### config.mk
export PLATFORM = sky130hd
export DESIGN_NAME = pls_adapter
export DESIGN_NICKNAME = d
export VERILOG_FILES = /design/src/rtl/pls_adapter.sv
export SDC_FILE = /design/constraint.sdc
export NUM_CORES = 1
export LEC_CHECK = 0
export ABC_AREA = 1
export BUFFER_PORTS_ARGS = -buffer_cell sky130_fd_sc_hd__buf_4
export CORE_UTILIZATION = 50
export CTS_BUF_LIST = sky130_fd_sc_hd__clkbuf_4 sky130_fd_sc_hd__clkbuf_8 sky130_fd_sc_hd__clkbuf_16
export DETAILED_ROUTE_END_ITERATION = 16
export GPL_ROUTABILITY_DRIVEN = 0
export PLACE_DENSITY = 0.67
export SLEW_MARGIN = 20
export SYNTH_ARGS = -nofsm -noshare
export SYNTH_HDL_FRONTEND = slang
export SYNTH_SLANG_ARGS = --single-unit
export TNS_END_PERCENT = 10
### constraint.sdc
create_clock -name in_clock -period 4.7 [get_ports in_clock]
set_input_delay 0.94 -clock in_clock [delete_from_list [all_inputs] [get_ports in_clock]]
set_output_delay 0.94 -clock in_clock [all_outputs]
set_load 0.01 [all_outputs]
### src/rtl/pls_adapter.sv
// pls_adapter: adapts the local-move probability threshold from windowed
// acceptance statistics of local versus global MCMC moves.
//
// Handshake: a move result is taken on a rising edge when
// in_enable & in_valid & out_ready are all high. out_ready is high only while
// collecting, so results presented during the single update cycle are
// dropped. in_is_local/in_accepted are only looked at when a result is taken.
module pls_adapter #(
  parameter int WIDTH    = 8,
  parameter int WINDOW   = 16,
  parameter int STEP     = 4,
  parameter int PLS_INIT = 50,
  parameter int PLS_MIN  = 8,
  parameter int PLS_MAX  = 248
) (
  input  logic             in_clock,
  input  logic             in_reset,
  input  logic             in_enable,
  input  logic             in_valid,
  input  logic             in_is_local,
  input  logic             in_accepted,
  output logic             out_ready,
  output logic [WIDTH-1:0] out_pls,
  output logic             out_updated
);

  localparam int CW = $clog2(WINDOW + 1);

  typedef enum logic {
    COLLECT = 1'b0,
    UPDATE  = 1'b1
  } state_t;

  state_t          state;
  state_t          state_next;
  logic [CW-1:0]   lt, la, gt, ga, n;
  logic            take;
  logic            upd_q;
  logic [2*CW-1:0] prod_l;
  logic [2*CW-1:0] prod_g;
  logic [WIDTH:0]  pls_wide;
  logic [WIDTH-1:0] pls_up;
  logic [WIDTH-1:0] pls_dn;
  logic [WIDTH-1:0] pls_next;

  assign take = in_enable & in_valid & out_ready;

  // State register; a low enable freezes the FSM wherever it is.
  always_ff @(posedge in_clock) begin
    if (in_reset) begin
      state <= COLLECT;
    end else if (in_enable) begin
      state <= state_next;
    end
  end

  // Next state and ready: the WINDOW-th sample moves us to the update cycle.
  always_comb begin
    state_next = state;
    out_ready  = 1'b0;
    case (state)
      COLLECT: begin
        out_ready = 1'b1;
        if (take && (n == CW'(WINDOW - 1))) state_next = UPDATE;
      end
      UPDATE: begin
        state_next = COLLECT;
      end
      default: state_next = COLLECT;
    endcase
  end

  // Window statistics; cleared by the update cycle.
  always_ff @(posedge in_clock) begin
    if (in_reset) begin
      lt <= '0; la <= '0; gt <= '0; ga <= '0; n <= '0;
    end else if (in_enable) begin
      if (state == UPDATE) begin
        lt <= '0; la <= '0; gt <= '0; ga <= '0; n <= '0;
      end else if (take) begin
        n <= n + CW'(1);
        if (in_is_local) begin
          lt <= lt + CW'(1);
          la <= la + CW'(in_accepted);
        end else begin
          gt <= gt + CW'(1);
          ga <= ga + CW'(in_accepted);
        end
      end
    end
  end

  // Cross-multiplied rates avoid a divider: la/lt vs ga/gt.
  assign prod_l = (2*CW)'(la) * (2*CW)'(gt);
  assign prod_g = (2*CW)'(ga) * (2*CW)'(lt);

  // Saturating step in WIDTH+1 bits so neither end can wrap.
  assign pls_wide = {1'b0, out_pls};
  assign pls_up = (pls_wide + (WIDTH+1)'(STEP) > (WIDTH+1)'(PLS_MAX)) ?
                  WIDTH'(PLS_MAX) : out_pls + WIDTH'(STEP);
  assign pls_dn = (pls_wide < (WIDTH+1)'(PLS_MIN + STEP)) ?
                  WIDTH'(PLS_MIN) : out_pls - WIDTH'(STEP);

  // Decision: a side with no moves pulls the threshold toward itself first.
  always_comb begin
    pls_next = out_pls;
    if (lt == '0)             pls_next = pls_up;
    else if (gt == '0)        pls_next = pls_dn;
    else if (prod_l > prod_g) pls_next = pls_up;
    else if (prod_l < prod_g) pls_next = pls_dn;
  end

  // Threshold register; only the update cycle writes it.
  always_ff @(posedge in_clock) begin
    if (in_reset) begin
      out_pls <= WIDTH'(PLS_INIT);
    end else if (in_enable && (state == UPDATE)) begin
      out_pls <= pls_next;
    end
  end

  // Update pulse; cleared by any disabled edge so it never reappears late.
  always_ff @(posedge in_clock) begin
    if (in_reset) begin
      upd_q <= 1'b0;
    end else begin
      upd_q <= in_enable && (state == UPDATE);
    end
  end

  assign out_updated = upd_q & in_enable;

endmodule
==> After elaboration in Yosys (flattened, before gate mapping) <==
Cells that the tools add are included.
{ "totals": {"register_bits": 35, "latchBits": 0, "ram_bits": 0, "romBits": 0, "memories": 0} }
{ "op_classes": {"addsub": 8, "mul": 2, "div": 0, "order_cmp": 4, "eq_ne": 2, "shifts": 0, "mux": 23, "bitwise": 4, "reduce_logical": 11} }
{ "ops": {"columns": ["operator", "n"], "rows": [
  ["two-way mux 5 bit", 14],
  ["two-way mux 8 bit", 6],
  ["multiplier 5 x 5 -> 10 bit", 2],
  ["adder 5 x 1 -> 5 bit, second input constant", 3],
  ["adder 5 x 1 -> 5 bit", 2],
  ["greater-than comparator 10 bit", 1],
  ["zero test 5 bit", 2],
  ["< comparator 10 bit", 1],
  ["adder 8 x 3 -> 9 bit, second input constant", 1],
  ["greater-than comparator 9 x 8 -> 1 bit, second input constant", 1],
  ["adder 8 x 3 -> 8 bit, second input constant", 1],
  ["< comparator 8 x 4 -> 1 bit, second input constant", 1],
  ["subtractor 8 x 3 -> 8 bit, second input constant", 1],
  ["AND reduction 3 bit", 2],
  ["== test 5 x 4 -> 1 bit, second input constant", 1],
  ["AND reduction 2 bit", 2],
  ["nonzero test 2 bit", 2],
  ["nonzero test 4 bit", 1],
  ["AND 1 bit", 3],
  ["logical AND 1 bit", 2],
  ["two-way mux 1 bit", 2],
  ["inequality test 2 x 1 -> 1 bit, second input constant", 1],
  ["case mux 1 bit (2 select lines)", 1],
  ["NOT 1 bit", 1]
]} }

==> Longest topological paths before layout <==
{ "logic_depth": {"word_depth": 6, "mapped_depth": 28, "mapped_depth_nobuf": 27} }

==> Worst setup path after synthesis <==
Ideal clock, no wire load.
{ "synth_path": {"path_kind": "register to register", "start": "reg lt[4]", "end": "reg out_pls[0]", "arrival_time_ns": 4.133, "required_time_ns": 4.589, "slack_ns": 0.456, "stages_incl_launch_ff": 24, "path_buffers": 1, "period_less_slack_ns": 4.244, "cell_sequence": "dfxtp_1 > buf_6 > nand2_1 > fa_1 > fa_1 > fa_1 > inv_1 > ha_1 > a21oi_1 > nand2_1 > nand4_1 > o211ai_1 > xor2_1 > ha_1 > nand2_2 > inv_1 > a21oi_2 > nand3_4 > nand2_2 > nand2_2 > nand2_2 > nand3_2 > nand2_2 > nor2_2"} }
{ "synth_via": {"elab_chain_cells": 5, "elab_cells_between_ends": 9} }
{ "synth_rtl": {"columns": ["item", "line_no", "text"], "rows": [
  ["start, declared", "36", "logic [CW-1:0] lt, la, gt, ga, n;"],
  ["start signal, assigned", "83", "lt <= lt + CW'(1);"],
  ["multiplier 5 x 5 -> 10 bit", "95", "assign prod_g = (2*CW)'(ga) * (2*CW)'(lt);"],
  ["greater-than comparator 10 bit", "109", "else if (prod_l > prod_g) pls_next = pls_up;"],
  ["two-way mux 8 bit", "109", null],
  ["two-way mux 8 bit", "108", "else if (gt == '0) pls_next = pls_dn;"],
  ["two-way mux 8 bit", "107", "if (lt == '0) pls_next = pls_up;"],
  ["end signal, assigned", "116", "out_pls <= WIDTH'(PLS_INIT);"],
  ["end signal, assigned", "118", "out_pls <= pls_next;"],
  ["end, declared", "23", "output logic [WIDTH-1:0] out_pls,"]
]} }
Several ways; a longest one is shown, not always the timed one.
A chain may end at the register's enable or synchronous reset.

==> Final worst setup path <==
{ "layout_path": {"start": "reg gt[4]", "end": "reg out_pls[0]"} }
{ "layout_via": {"elab_chain_cells": 5, "elab_cells_between_ends": 9} }
{ "layout_rtl": {"columns": ["item", "line_no", "text"], "rows": [
  ["start, declared", "36", null],
  ["start signal, assigned", "86", "gt <= gt + CW'(1);"],
  ["multiplier 5 x 5 -> 10 bit", "94", "assign prod_l = (2*CW)'(la) * (2*CW)'(gt);"],
  ["greater-than comparator 10 bit", "109", null],
  ["two-way mux 8 bit", "109", null],
  ["two-way mux 8 bit", "108", null],
  ["two-way mux 8 bit", "107", null]
]} }
Several ways; a longest one is shown, not always the timed one.

==> summary.txt <==
Run status
  – Status: finished clean

Global route
  – Largest net degree at the start of global routing: 19
  – Antenna violations before repair: 0
  – First-pass GRT wire length: 14130 um
  – GRT Total Usage: 20.68%
  – Total global routing overflow: 0
  – Vias in the first global route: 3291

Setup path
  – Crit Path Category: flop to flop
  – Reg2reg end: out_pls[0]
  – Arr. time, crit path: 4590 ps
  – Cell count of the worst reg-to-reg path: 22
  – Reg2reg start: gt[4]
  – Flop-to-flop setup slack: 290 ps
  – Required time worst endpoint: 4880 ps
  – Worst Path Max Fanout: 6
  – Startpoint type of the worst setup path: flop
  – Critical Path End Type: flop

Floorplan
  – # IOs: 16
  – Die ar.: 8242 sq um
  – Row cnt: 32
  – Core Region: 7687 sq um
  – Die span in y: 90.79 um
  – Initial Util: 51.27%
  – Chip width: 90.79 um

Detailed routing
  – Final ANT Viol Nets: 0
  – DR iter-0 viols: 83
  – Vias per cell: 4.913
  – DR pass1 iterations: 4
  – # DRC: 0
  – Vias after detailed routing: 3321
  – Drt wl/cell: 11.53 um
  – Routed WL: 7794 um

Synthesis
  – Ys async rst share: 0%
  – Area fraction of the dominant cell type after synthesis: 18.73%
  – Seq cells post-synth: 35
  – Top FF cell, synth: dfxtp_1
  – Synth Warn #: 0
  – Sequential-to-total area share from yosys stat: 17.78%
  – Syn_nets: 636
  – Number of distinct library cells after synthesis: 36
  – Top cells by count, synth: nand2_1 (139), inv_1 (111), ha_1 (59)
  – Gate count of the mapped netlist: 553
  – Cell with the most instances after synthesis: nand2_1
  – EDFF count, synth: 0
  – Largest area contributor in the netlist: ha_1
  – Mean Syn Cell Area: 7.127 sq um
  – Synthesized area: 3941 sq um
  – Most area-consuming cells after synthesis: ha_1 (19%), dfxtp_1 (18%), nand2_1 (13%), inv_1 (11%), fa_1 (9.1%)

Power and ir drop
  – Comb power frac: 7.0%
  – Power per cell area: 141.4 nW/um^2
  – Switching Share: 22.39%
  – Seq pwr share: 49.7%
  – P_leak: 2.382 nW
  – Sw power: 0.1369 mW
  – Clock share of power: 43.4%
  – Int Power: 0.4747 mW
  – Worst VDD drop: 0.0002108 V

Clock network
  – H-tree depth: 2
  – Clock Tree Root: clkbuf_8
  – CTS tree: yes
  – Max clock buf depth: 2
  – Clock sink total: 35
  – Clock Latency Late Sink: 290 ps
  – Hold Buf Count CTS: 0
  – Worst-path clk slew: 70 ps
  – CTS buffer count: 5

Timing
  – Final slew viol count: 0
  – RSZ-0062 raised after global routing: no
  – Final Hold Viols: 0
  – Setup violators final: 0
  – Tmin final: 4408 ps
  – Worst Tran Pin Value: 716.1 ps
  – Max Fclk: 226.9 MHz
  – Slew HR: 52.08%
  – Setup TNS: 0 ps
  – Period utilization: 93.79%
  – Max Clock Skew: 8.723 ps

Final layout
  – Fillers: 750
  – Area Growth Syn to Fin: 9.714%
  – Number of diodes: 0
  – Ratio of cells with drive above 1 in the final layout: 14.98%
  – Total Nets Final: 657
  – Layout Cells excl Fill: 676

Hold path
  – Hold crit path type: flop to flop
  – Hold Path Sink: n[4]
  – HP Start: n[4]
  – Hold path cells: 2

Place
  – Inst Count DP: 669
  – Port Buf Inserts: 15
  – Hpwl dp: 6457 um

Flow run
  – Max Cap Viol: 0
-- flip-flops by register name (all words and copies together), names as in the netlist --
| register | cells |
|---|---|
| out_pls | 8 |
| ga | 5 |
| gt | 5 |
| la | 5 |
| lt | 5 |
| n | 5 |
| state | 1 |
| upd_q | 1 |
-- how the worst max path moves through the flow --
stage	from	endpoint	slack [ps]	cells past startpoint
after floorplan	lt[4]	out_pls[0]	460	23
after global placement	gt[3]	out_pls[0]	190	22
after detailed placement	gt[3]	out_pls[0]	140	22
after CTS	gt[3]	out_pls[0]	110	22
after global routing	ga[0]	out_pls[5]	20	23
final	gt[4]	out_pls[0]	290	22
-- cell usage in the layout (no fill, tap or decap), types with 3 or more instances in the layout --
cell type | netlist | layout
a21oi_1 | 40 | 40
a211oi_1 | 3 | 3
clkbuf_8 | 0 | 5
ha_1 | 59 | 58
xnor2_1 | 5 | 5
nand3_2 | 4 | 4
nor2_4 | 8 | 8
nand2_1 | 139 | 139
nand2_2 | 10 | 9
buf_4 | 3 | 26
inv_1 | 111 | 111
dfxtp_1 | 35 | 32
xor2_1 | 10 | 10
o21ai_0 | 13 | 12
fa_1 | 18 | 18
a21oi_2 | 3 | 3
nor2_2 | 7 | 7
nand4_1 | 7 | 7
nor2_1 | 17 | 17
nand3_1 | 26 | 26
inv_2 | 8 | 8
-- critical path, stage by stage, from the launching register on --
cell	delay, ps
dfxtp_4	380
nand2_1	80
fa_1	560
fa_1	450
fa_1	540
inv_1	60
ha_4	250
a21oi_1	140
nand2_1	110
nand4_1	110
o211ai_1	110
xnor2_1	270
ha_1	300
nand2_2	100
inv_1	50
a21oi_2	180
nand3_4	140
nand2_4	100
nand2_2	80
nand2_2	90
nand3_2	70
nand2_2	90
nor2_2	30
-- through the flow --
stage                     setup slack, ps  util (%)  hold WS (ps)  area (sq um)  power [mW]
after floorplan                     455.9         -         439.2          3941      0.3411
final                               292.0     56.25         463.3          4324      0.6116
after detailed placement            138.6     54.52         456.1          4192      0.3542
after global placement              185.4     54.52         450.6          4192      0.3531
after CTS                           105.2     55.91         467.2          4298      0.6198
after global routing                18.18     56.25         498.6          4324      0.6357
-- power by group through the flow --
stage | clock, mW | combinational (mW) | sequential, mW
2_1_floorplan | 0 | 0.0320 | 0.309
3_3_place_gp | 0 | 0.0416 | 0.311
3_5_place_dp | 0 | 0.0425 | 0.312
4_1_cts | 0.272 | 0.0427 | 0.305
5_1_grt | 0.284 | 0.0477 | 0.304
6_report | 0.265 | 0.0425 | 0.304
-- timing repair --
item                       in CTS  in global routing
gates resized for setup         0                  8
setup buffers                   0                  0
setup endpoints to repair       0                  8
-- metal layers --
layer	wire (um)	share of wire (%)	global-route usage, %	vias to the layer above
met5	0	0	0	-
met3	144	1.8	2.020	16
met2	3798	49	38.19	47
li1	-	-	-	1757
met1	3655	47	25.12	1501
met4	195	2.5	6.349	0
-- cell families (layout without fill, tap and decap cells) --
family                     count (synthesis)  after routing  share of synthesized area [%]
DFF                                       35             35                          17.78
buffers and inverters                    133            154                          13.36
xor gates and xnor gates                  16             16                          3.746
AOI/OAI and AO/OA                         63             63                          8.889
and+or+nand+nor                          229            229                          28.35
adders and majority gates                 77             77                          27.87
-- cell type report --
| class | count | area [sq um] | share of cell area (%) |
|---|---|---|---|
| clock buffers | 6 | 76.32 | 1.765 |
| flip-flops and latches | 35 | 709.4 | 16.41 |
| repair buffers | 26 | 195.2 | 4.514 |
| clock inverters | 1 | 30.03 | 0.6944 |
| well taps | 102 | 127.6 | 2.951 |
| inverters | 121 | 454.2 | 10.50 |
| multi-input cells | 385 | 2731 | 63.17 |
No activity file was read; power rests on OpenSTA's default activity.
